[config.mk]
export PLATFORM = sky130hd
export DESIGN_NAME = time_entry_flat
export DESIGN_NICKNAME = d
export VERILOG_FILES = /design/src/rtl/time_entry_pkg.sv /design/src/rtl/time_entry_if.sv /design/src/rtl/time_entry_key_encoder.sv /design/src/rtl/time_entry.sv /design/src/flat_wrapper.sv
export SDC_FILE = /design/constraint.sdc
export NUM_CORES = 1
export LEC_CHECK = 0
export ABC_AREA = 1
export CORE_ASPECT_RATIO = 2
export CORE_UTILIZATION = 61
export CTS_CLUSTER_DIAMETER = 120
export DETAILED_ROUTE_END_ITERATION = 8
export PLACE_DENSITY = 0.81
export SLEW_MARGIN = 0
export SYNTH_ARGS = -nofsm -noshare
export SYNTH_HDL_FRONTEND = slang
export SYNTH_SLANG_ARGS = --single-unit
[constraint.sdc]
create_clock -name clk -period 13.15 [get_ports clk]
set_input_delay 1.9725 -clock clk [delete_from_list [all_inputs] [get_ports clk]]
set_output_delay 1.9725 -clock clk [all_outputs]
set_load 0.05 [all_outputs]
[src/rtl/time_entry_pkg.sv]
// Shared timer package: key-controller FSM states, debounce default and a
// small saturating-counter helper used by the keypad entry controller.
// No ports (package).
package time_entry_pkg;

    // Consecutive stable samples required to accept a key press or release.
    localparam int DEBOUNCE_CYCLES_DEFAULT = 4;

    // Largest seconds-units value that may still shift into the tens place.
    localparam logic [3:0] MAX_SHIFT_DIGIT = 4'd5;

    typedef enum logic [2:0] {
        ST_IDLE     = 3'd0,
        ST_PRESS    = 3'd1,
        ST_ACCEPT   = 3'd2,
        ST_WAIT_REL = 3'd3,
        ST_REL      = 3'd4
    } key_state_t;

    // Two-bit counter increment that sticks at 3.
    function automatic logic [1:0] sat_inc2(input logic [1:0] value);
        if (value == 2'd3) begin
            return 2'd3;
        end else begin
            return value + 2'd1;
        end
    endfunction

endpackage

[src/rtl/time_entry_if.sv]
// Keypad entry bus: raw keys and control levels in, BCD time digits, load
// strobe, digit count and error pulse out.
//   master : drives keypad/enable/clear/start, observes the outputs
//   slave  : the time_entry controller
interface time_entry_if;

    logic [9:0] keypad;
    logic       enable;
    logic       clear;
    logic       start;
    logic [3:0] sec_ones;
    logic [3:0] sec_tens;
    logic [3:0] mins;
    logic       loadn;
    logic [1:0] digit_count;
    logic       err;

    modport master (
        output keypad, enable, clear, start,
        input  sec_ones, sec_tens, mins, loadn, digit_count, err
    );

    modport slave (
        input  keypad, enable, clear, start,
        output sec_ones, sec_tens, mins, loadn, digit_count, err
    );

endinterface

[src/rtl/time_entry_key_encoder.sv]
// Combinational one-hot key decoder.
//   keys  : registered key lines, bit n = digit n pressed
//   digit : BCD value of the pressed key (meaningful only when valid)
//   valid : exactly one key line is high
//   multi : more than one key line is high
module time_entry_key_encoder (
    input  logic [9:0] keys,
    output logic [3:0] digit,
    output logic       valid,
    output logic       multi
);

    logic [3:0] ones;

    // Count the active lines and record the position of a set line
    always_comb begin
        ones  = 4'd0;
        digit = 4'd0;
        for (int i = 0; i < 10; i++) begin
            if (keys[i]) begin
                ones  = ones + 4'd1;
                digit = 4'(i);
            end else begin
                ones  = ones;
            end
        end
        valid = (ones == 4'd1);
        multi = (ones > 4'd1);
    end

endmodule

[src/rtl/time_entry.sv]
// Microwave keypad time-entry controller. Debounces a 10-key keypad, shifts
// accepted digits into a three-digit M:SS register, and issues a one-cycle
// active-low load strobe to the down-counter chain on a start request.
//   clk, rstn : clock, asynchronous active-low reset
//   bus       : time_entry_if slave (keypad, enable, clear, start in;
//               sec_ones, sec_tens, mins, loadn, digit_count, err out)
module time_entry
    import time_entry_pkg::*;
#(
    parameter int DEBOUNCE_CYCLES = DEBOUNCE_CYCLES_DEFAULT
) (
    input  logic         clk,
    input  logic         rstn,
    time_entry_if.slave  bus
);

    // Count value on the cycle that observes the final stable sample.
    localparam logic [7:0] LAST_COUNT = 8'(DEBOUNCE_CYCLES - 1);

    logic [9:0]  key_q_r;
    logic        start_q_r;
    key_state_t  state_r;
    key_state_t  state_s;
    logic [7:0]  cnt_r;
    logic [7:0]  cnt_s;
    logic [3:0]  code_r;
    logic [3:0]  code_s;
    logic [3:0]  sec_ones_r;
    logic [3:0]  sec_tens_r;
    logic [3:0]  mins_r;
    logic [1:0]  digit_count_r;
    logic        loadn_r;
    logic        err_r;

    logic [3:0]  enc_digit_s;
    logic        enc_valid_s;
    logic        enc_multi_s;
    logic        key_any_s;
    logic        accept_s;
    logic        reject_s;
    logic        start_fire_s;
    logic        digits_nonzero_s;

    time_entry_key_encoder key_encoder (
        .keys  (key_q_r),
        .digit (enc_digit_s),
        .valid (enc_valid_s),
        .multi (enc_multi_s)
    );

    assign key_any_s = |key_q_r;

    // Input sampling: only the registered keypad feeds the FSM; start history for edge detect
    always_ff @(posedge clk or negedge rstn) begin
        if (!rstn) begin
            key_q_r   <= 10'd0;
            start_q_r <= 1'b0;
        end else begin
            key_q_r   <= bus.keypad;
            start_q_r <= bus.start;
        end
    end

    // FSM state register with debounce counter and captured key code
    always_ff @(posedge clk or negedge rstn) begin
        if (!rstn) begin
            state_r <= ST_IDLE;
            cnt_r   <= 8'd0;
            code_r  <= 4'd0;
        end else begin
            state_r <= state_s;
            cnt_r   <= cnt_s;
            code_r  <= code_s;
        end
    end

    // FSM next-state: debounce press and release; enable low and clear override
    always_comb begin
        state_s = state_r;
        cnt_s   = cnt_r;
        code_s  = code_r;
        if (!bus.enable) begin
            state_s = ST_IDLE;
            cnt_s   = 8'd0;
        end else if (bus.clear) begin
            // A key still down after clear must be released before the next press counts.
            state_s = key_any_s ? ST_WAIT_REL : ST_IDLE;
            cnt_s   = 8'd0;
        end else begin
            case (state_r)
                ST_IDLE: begin
                    if (enc_multi_s) begin
                        cnt_s = 8'd0;
                    end else if (enc_valid_s) begin
                        state_s = ST_PRESS;
                        cnt_s   = 8'd1;
                        code_s  = enc_digit_s;
                    end else begin
                        cnt_s = 8'd0;
                    end
                end
                ST_PRESS: begin
                    if (enc_valid_s && !enc_multi_s && (enc_digit_s == code_r)) begin
                        if (cnt_r == LAST_COUNT) begin
                            state_s = ST_ACCEPT;
                            cnt_s   = 8'd0;
                        end else begin
                            cnt_s = cnt_r + 8'd1;
                        end
                    end else begin
                        state_s = ST_IDLE;
                        cnt_s   = 8'd0;
                    end
                end
                ST_ACCEPT: begin
                    state_s = ST_WAIT_REL;
                    cnt_s   = 8'd0;
                end
                ST_WAIT_REL: begin
                    if (!key_any_s) begin
                        state_s = ST_REL;
                        cnt_s   = 8'd1;
                    end else begin
                        cnt_s = 8'd0;
                    end
                end
                ST_REL: begin
                    if (key_any_s) begin
                        state_s = ST_WAIT_REL;
                        cnt_s   = 8'd0;
                    end else if (cnt_r == LAST_COUNT) begin
                        state_s = ST_IDLE;
                        cnt_s   = 8'd0;
                    end else begin
                        cnt_s = cnt_r + 8'd1;
                    end
                end
                default: begin
                    state_s = ST_IDLE;
                    cnt_s   = 8'd0;
                end
            endcase
        end
    end

    // FSM output decode: accept/reject of the debounced key and start qualification
    always_comb begin
        // The digit registers update on the edge that enters ACCEPT, so the new
        // value (or the err pulse) is presented during the single ACCEPT cycle.
        accept_s         = (state_r == ST_PRESS) && (state_s == ST_ACCEPT);
        reject_s         = accept_s && (sec_ones_r > MAX_SHIFT_DIGIT);
        digits_nonzero_s = (sec_ones_r != 4'd0) || (sec_tens_r != 4'd0) || (mins_r != 4'd0);
        start_fire_s     = bus.enable && bus.start && !start_q_r && !bus.clear;
    end

    // Digit shift register, digit count, load strobe and error pulse
    always_ff @(posedge clk or negedge rstn) begin
        if (!rstn) begin
            sec_ones_r    <= 4'd0;
            sec_tens_r    <= 4'd0;
            mins_r        <= 4'd0;
            digit_count_r <= 2'd0;
            loadn_r       <= 1'b1;
            err_r         <= 1'b0;
        end else begin
            loadn_r <= 1'b1;
            err_r   <= 1'b0;
            if (bus.clear) begin
                sec_ones_r    <= 4'd0;
                sec_tens_r    <= 4'd0;
                mins_r        <= 4'd0;
                digit_count_r <= 2'd0;
            end else begin
                if (accept_s) begin
                    if (reject_s) begin
                        err_r <= 1'b1;
                    end else begin
                        mins_r        <= sec_tens_r;
                        sec_tens_r    <= sec_ones_r;
                        sec_ones_r    <= code_r;
                        digit_count_r <= sat_inc2(digit_count_r);
                    end
                end else begin
                    digit_count_r <= digit_count_r;
                end
                if (start_fire_s) begin
                    if (digits_nonzero_s) begin
                        loadn_r <= 1'b0;
                    end else begin
                        err_r <= 1'b1;
                    end
                end else begin
                    loadn_r <= 1'b1;
                end
            end
        end
    end

    assign bus.sec_ones    = sec_ones_r;
    assign bus.sec_tens    = sec_tens_r;
    assign bus.mins        = mins_r;
    assign bus.digit_count = digit_count_r;
    assign bus.loadn       = loadn_r;
    assign bus.err         = err_r;

endmodule

[src/flat_wrapper.sv]
// flat-port wrapper written by rule: the top's interface ports become plain ports
module time_entry_flat import time_entry_pkg::*;
#(
    parameter int DEBOUNCE_CYCLES = DEBOUNCE_CYCLES_DEFAULT
)
  (clk, rstn, bus_keypad, bus_enable, bus_clear, bus_start, bus_sec_ones, bus_sec_tens, bus_mins, bus_loadn, bus_digit_count, bus_err);
  time_entry_if bus_i ();
  input  logic clk;
  input  logic rstn;
  input wire logic [$bits(bus_i.keypad)-1:0] bus_keypad;
  input wire logic [$bits(bus_i.enable)-1:0] bus_enable;
  input wire logic [$bits(bus_i.clear)-1:0] bus_clear;
  input wire logic [$bits(bus_i.start)-1:0] bus_start;
  output wire logic [$bits(bus_i.sec_ones)-1:0] bus_sec_ones;
  output wire logic [$bits(bus_i.sec_tens)-1:0] bus_sec_tens;
  output wire logic [$bits(bus_i.mins)-1:0] bus_mins;
  output wire logic [$bits(bus_i.loadn)-1:0] bus_loadn;
  output wire logic [$bits(bus_i.digit_count)-1:0] bus_digit_count;
  output wire logic [$bits(bus_i.err)-1:0] bus_err;
  assign bus_i.keypad = bus_keypad;
  assign bus_i.enable = bus_enable;
  assign bus_i.clear = bus_clear;
  assign bus_i.start = bus_start;
  assign bus_sec_ones = bus_i.sec_ones;
  assign bus_sec_tens = bus_i.sec_tens;
  assign bus_mins = bus_i.mins;
  assign bus_loadn = bus_i.loadn;
  assign bus_digit_count = bus_i.digit_count;
  assign bus_err = bus_i.err;
  time_entry #(.DEBOUNCE_CYCLES(DEBOUNCE_CYCLES)) u_core (.clk(clk), .rstn(rstn), .bus(bus_i));
endmodule
==> results.txt <==
The run finished with clean final reports. The delay of the slowest critical-path stage is between 400 and 500 ps. The placed wire-length estimate after detailed placement came out at roughly 6000 um.

The gate count after technology mapping came out at 452. The static leakage is 1.88 nW. The class of the tightest hold or removal check is flop to flop. The worst hold path was traced through 2 stages. The Yosys warning count is 0. The portion of synthesized cell area occupied by the leading cell type came out at 33.0%.

The highest metal layer carrying signal wires in the routed design is met4. The number of clock sinks seen by CTS came out at 42. Pin placement for this block handled 31 I/O pins. The number of endpoints failing setup at the final stage came out at 0. The detailed-route wire length came out at 7430 um. The share of cells above drive strength 1 is 10.8%. The count of flip-flops with a built-in enable after synthesis came out at 0. The area after detailed placement is 3420 um2. Post-CTS timing repair inserted 0 buffers for setup. The largest total area in the synthesized netlist belongs to sky130_fd_sc_hd__dfrtp_1. STA classifies the critical path endpoint as a flop.

In this run the mean area of a mapped cell was 6.88 um2. The endpoint identified for the worst register-to-register timing path is u_core.code_r[3]. The clock period minus worst slack came out at a little over 5000 ps. The data arrival time of the critical path is 5370 ps. The worst max-slew margin expressed relative to the limit came out at 40.1%. The largest fanout of any net on the critical path is 8.

Among all stages on the critical path, the largest delay is contributed by sky130_fd_sc_hd__nor4_1. Clock-pin slew was measured on the worst setup and hold paths at 90 ps. The effective utilization at floorplan is between 60% and 70%. The clock latency on the worst-skew pair came out at 310 ps.

The maximum operating frequency is 193 MHz. The area of the mapped netlist came out at slightly above 3000 um2. The worst path required time came out at 13340 ps. For flop-to-flop paths, the worst setup slack is ~8000 ps. The largest net degree at the start of global routing is 43.

The layout overhead on the synthesized area came out at 13.0%. In this run the horizontal extent of the chip is between 50 and 60 um. The H-tree was split into 2 levels. The number of register bits inferred by synthesis is 42.

The fill cell instance count of the final layout is 420. The total power of the final layout is 339 uW. From bottom edge to top edge, the die measures 103 um. The tightest hold path in the finished design has a slack of 485 ps.

In the post-synthesis netlist, the cell with the most instances is sky130_fd_sc_hd__nand2_1. The post-synthesis net count came out at 478. The worst setup path is launched from a flop.

The clock tree skew after final layout came out at 9.91 ps. The number of cells on the worst reg-to-reg path is 33. The number of instances resized during post-cts repair is 0. The final count of pins violating max slew came out at 0.

The row count is 36. The max-cap violation count came out at 0. The cts-stage hold buffer count is 0.

The TritonCTS buffer count came out at 5. The startpoint identified for the worst register-to-register timing path is u_core.key_q_r[0]. The worst-case vdd ir drop came out at 154 uV. The post-route clock period utilization is between 30% and 40%. Setup repair after global routing left no endpoint under its margin. For this run, the leading register cell type out of synthesis is sky130_fd_sc_hd__dfrtp_1. The number of detailed-route iterations in the first pass is 5. The count of port buffers added during placement is 30. In the global route stage, overall resource usage came out at 29.8%.

The first-pass GRT wire length came out at ~12000 um. The total negative slack is 0 ps. The via count came out at around 3000.

The sequential share of the synthesized area is 33.9%. The worst hold path begins at u_core.start_q_r. The final net count came out at 507. The number of antenna diodes came out at 0.

The worst-margin pin slew is between 800 and 900 ps. The area of the die is 5400 um2. The violation count after the first detailed-route iteration came out at between 60 and 70. TritonCTS built the clock tree. The setup path with the least slack is of type flop to flop. The area of the core is slightly below 5000 um2. The number of antenna violations at the first check in global routing came out at 0. The aggregate global routing overflow is 0. The total power divided by cell area is 96.5 nW/um2.

Of all flip-flops after synthesis, the portion carrying an async set or reset was 100%. The post-route antenna net violation count came out at 0. The largest buffer count on any clock path came out at 2. The final design area excluding fillers is 3510 um2. By count the netlist is led by sky130_fd_sc_hd__nand2_1, sky130_fd_sc_hd__inv_1, sky130_fd_sc_hd__nand3_1, sky130_fd_sc_hd__dfrtp_1, sky130_fd_sc_hd__nor2_1. The worst hold path terminates at u_core.bus.loadn. The via count of the first global-routing pass is 2826.

By instance count, the cell type seen most on the critical path is sky130_fd_sc_hd__nand2_1. Clock tree synthesis selected as its root buffer the cell sky130_fd_sc_hd__clkbuf_8. The final RePlAce weighted congestion came out at roughly 0.96. The DRC violation count after routing came out at 0. The met3 wire length is 159 um.

The met2 wire length came out at 4260 um. For this block, wires on met1 add up to 2640 um. Ranked by total cell area, the synthesized netlist is headed by sky130_fd_sc_hd__dfrtp_1, sky130_fd_sc_hd__nand2_1, sky130_fd_sc_hd__nand3_1. The number of distinct standard cells referenced by the synthesized netlist came out at 36. The via density per instance came out at 5.59. In the final routed layout, each cell accounts on average for 13.8 um. The number of hold violations in the final report is 0.
-- power by group --
group          internal, mW  switching, mW  leakage (nW)
registers             0.135        0.00751         0.545
logic                0.0384         0.0739          1.29
clock network        0.0373         0.0475        0.0441
total                 0.210          0.129          1.88
-- cell type report --
cell class | count | area, um2 | area share, %
Multi-Input combinational cell | 336 | 1750 | 49.9
Sequential cell | 42 | 1050 | 30.0
Timing Repair Buffer | 30 | 295 | 8.40
Inverter | 66 | 250 | 7.12
Tap cell | 57 | 71.3 | 2.03
Clock buffer | 5 | 68.8 | 1.96
Clock inverter | 3 | 21.3 | 0.605
-- cells by family after synthesis --
| group | share of synthesized area, % |
|---|---|
| buf+inv | 9.70 |
| flops | 33.9 |
| fa+ha+maj | 4.43 |
| compound gates | 6.20 |
| xor+xnor | 0.282 |
| simple gates | 45.5 |
-- layer usage --
metal | track usage, % | up-vias
met4 | 17.8 | 0
met1 | 27.4 | 1409
li1 | - | 1524
met2 | 57.3 | 53
met5 | 0 | -
met3 | 4.72 | 28
-- state kept, by name (all words and copies together), names as in the netlist, 2 cells and up --
register	count
u_core.code_r	4
u_core.bus.sec_tens	4
u_core.state_r	3
u_core.bus.sec_ones	4
u_core.cnt_r	8
u_core.key_q_r	10
u_core.bus.mins	4
u_core.bus.digit_count	2
-- worst max-delay path: cells and delay by family (launching register included) --
kind | cells | cell delay, ps
and+or+nand+nor | 23 | 2820
buffers and inverters | 4 | 260
DFF | 1 | 380
AOI/OAI and AO/OA | 2 | 440
adders and majority gates | 4 | 1180
-- per-stage QoR --
stage / setup WS [ps] / utilization [%] / instances
detailed placement: 8030 / 70.4 / 531
finish: 7980 / 72.2 / 539
global placement: 8180 / 70.4 / 531
global route: 7480 / 72.2 / 539
CTS: 7990 / 72.2 / 539
floorplan: 8670 / - / 452
-- layout by cell type, fill, tap and decap left out, types with 10 or more instances in the layout --
| cell type | instances |
|---|---|
| sky130_fd_sc_hd__inv_1 | 62 |
| sky130_fd_sc_hd__nand3_1 | 54 |
| sky130_fd_sc_hd__nand2_1 | 135 |
| sky130_fd_sc_hd__nor4_1 | 10 |
| sky130_fd_sc_hd__o21ai_0 | 11 |
| sky130_fd_sc_hd__ha_1 | 11 |
| sky130_fd_sc_hd__nand4_1 | 16 |
| sky130_fd_sc_hd__clkdlybuf4s50_1 | 29 |
| sky130_fd_sc_hd__nand2_2 | 17 |
| sky130_fd_sc_hd__dfrtp_1 | 41 |
| sky130_fd_sc_hd__nor2_1 | 27 |
| sky130_fd_sc_hd__a21oi_1 | 13 |
-- how the worst max path moves through the flow --
stage / start / endpoint / cells past startpoint
after global routing: u_core.key_q_r[0] / u_core.code_r[2] / 32
after floorplan: u_core.key_q_r[0] / u_core.bus.sec_ones[2] / 38
after detailed placement: u_core.key_q_r[0] / u_core.code_r[3] / 33
final: u_core.key_q_r[0] / u_core.code_r[3] / 33
after CTS: u_core.key_q_r[0] / u_core.code_r[2] / 33
after global placement: u_core.key_q_r[1] / u_core.code_r[2] / 33
(Power assumes the default switching activity.)
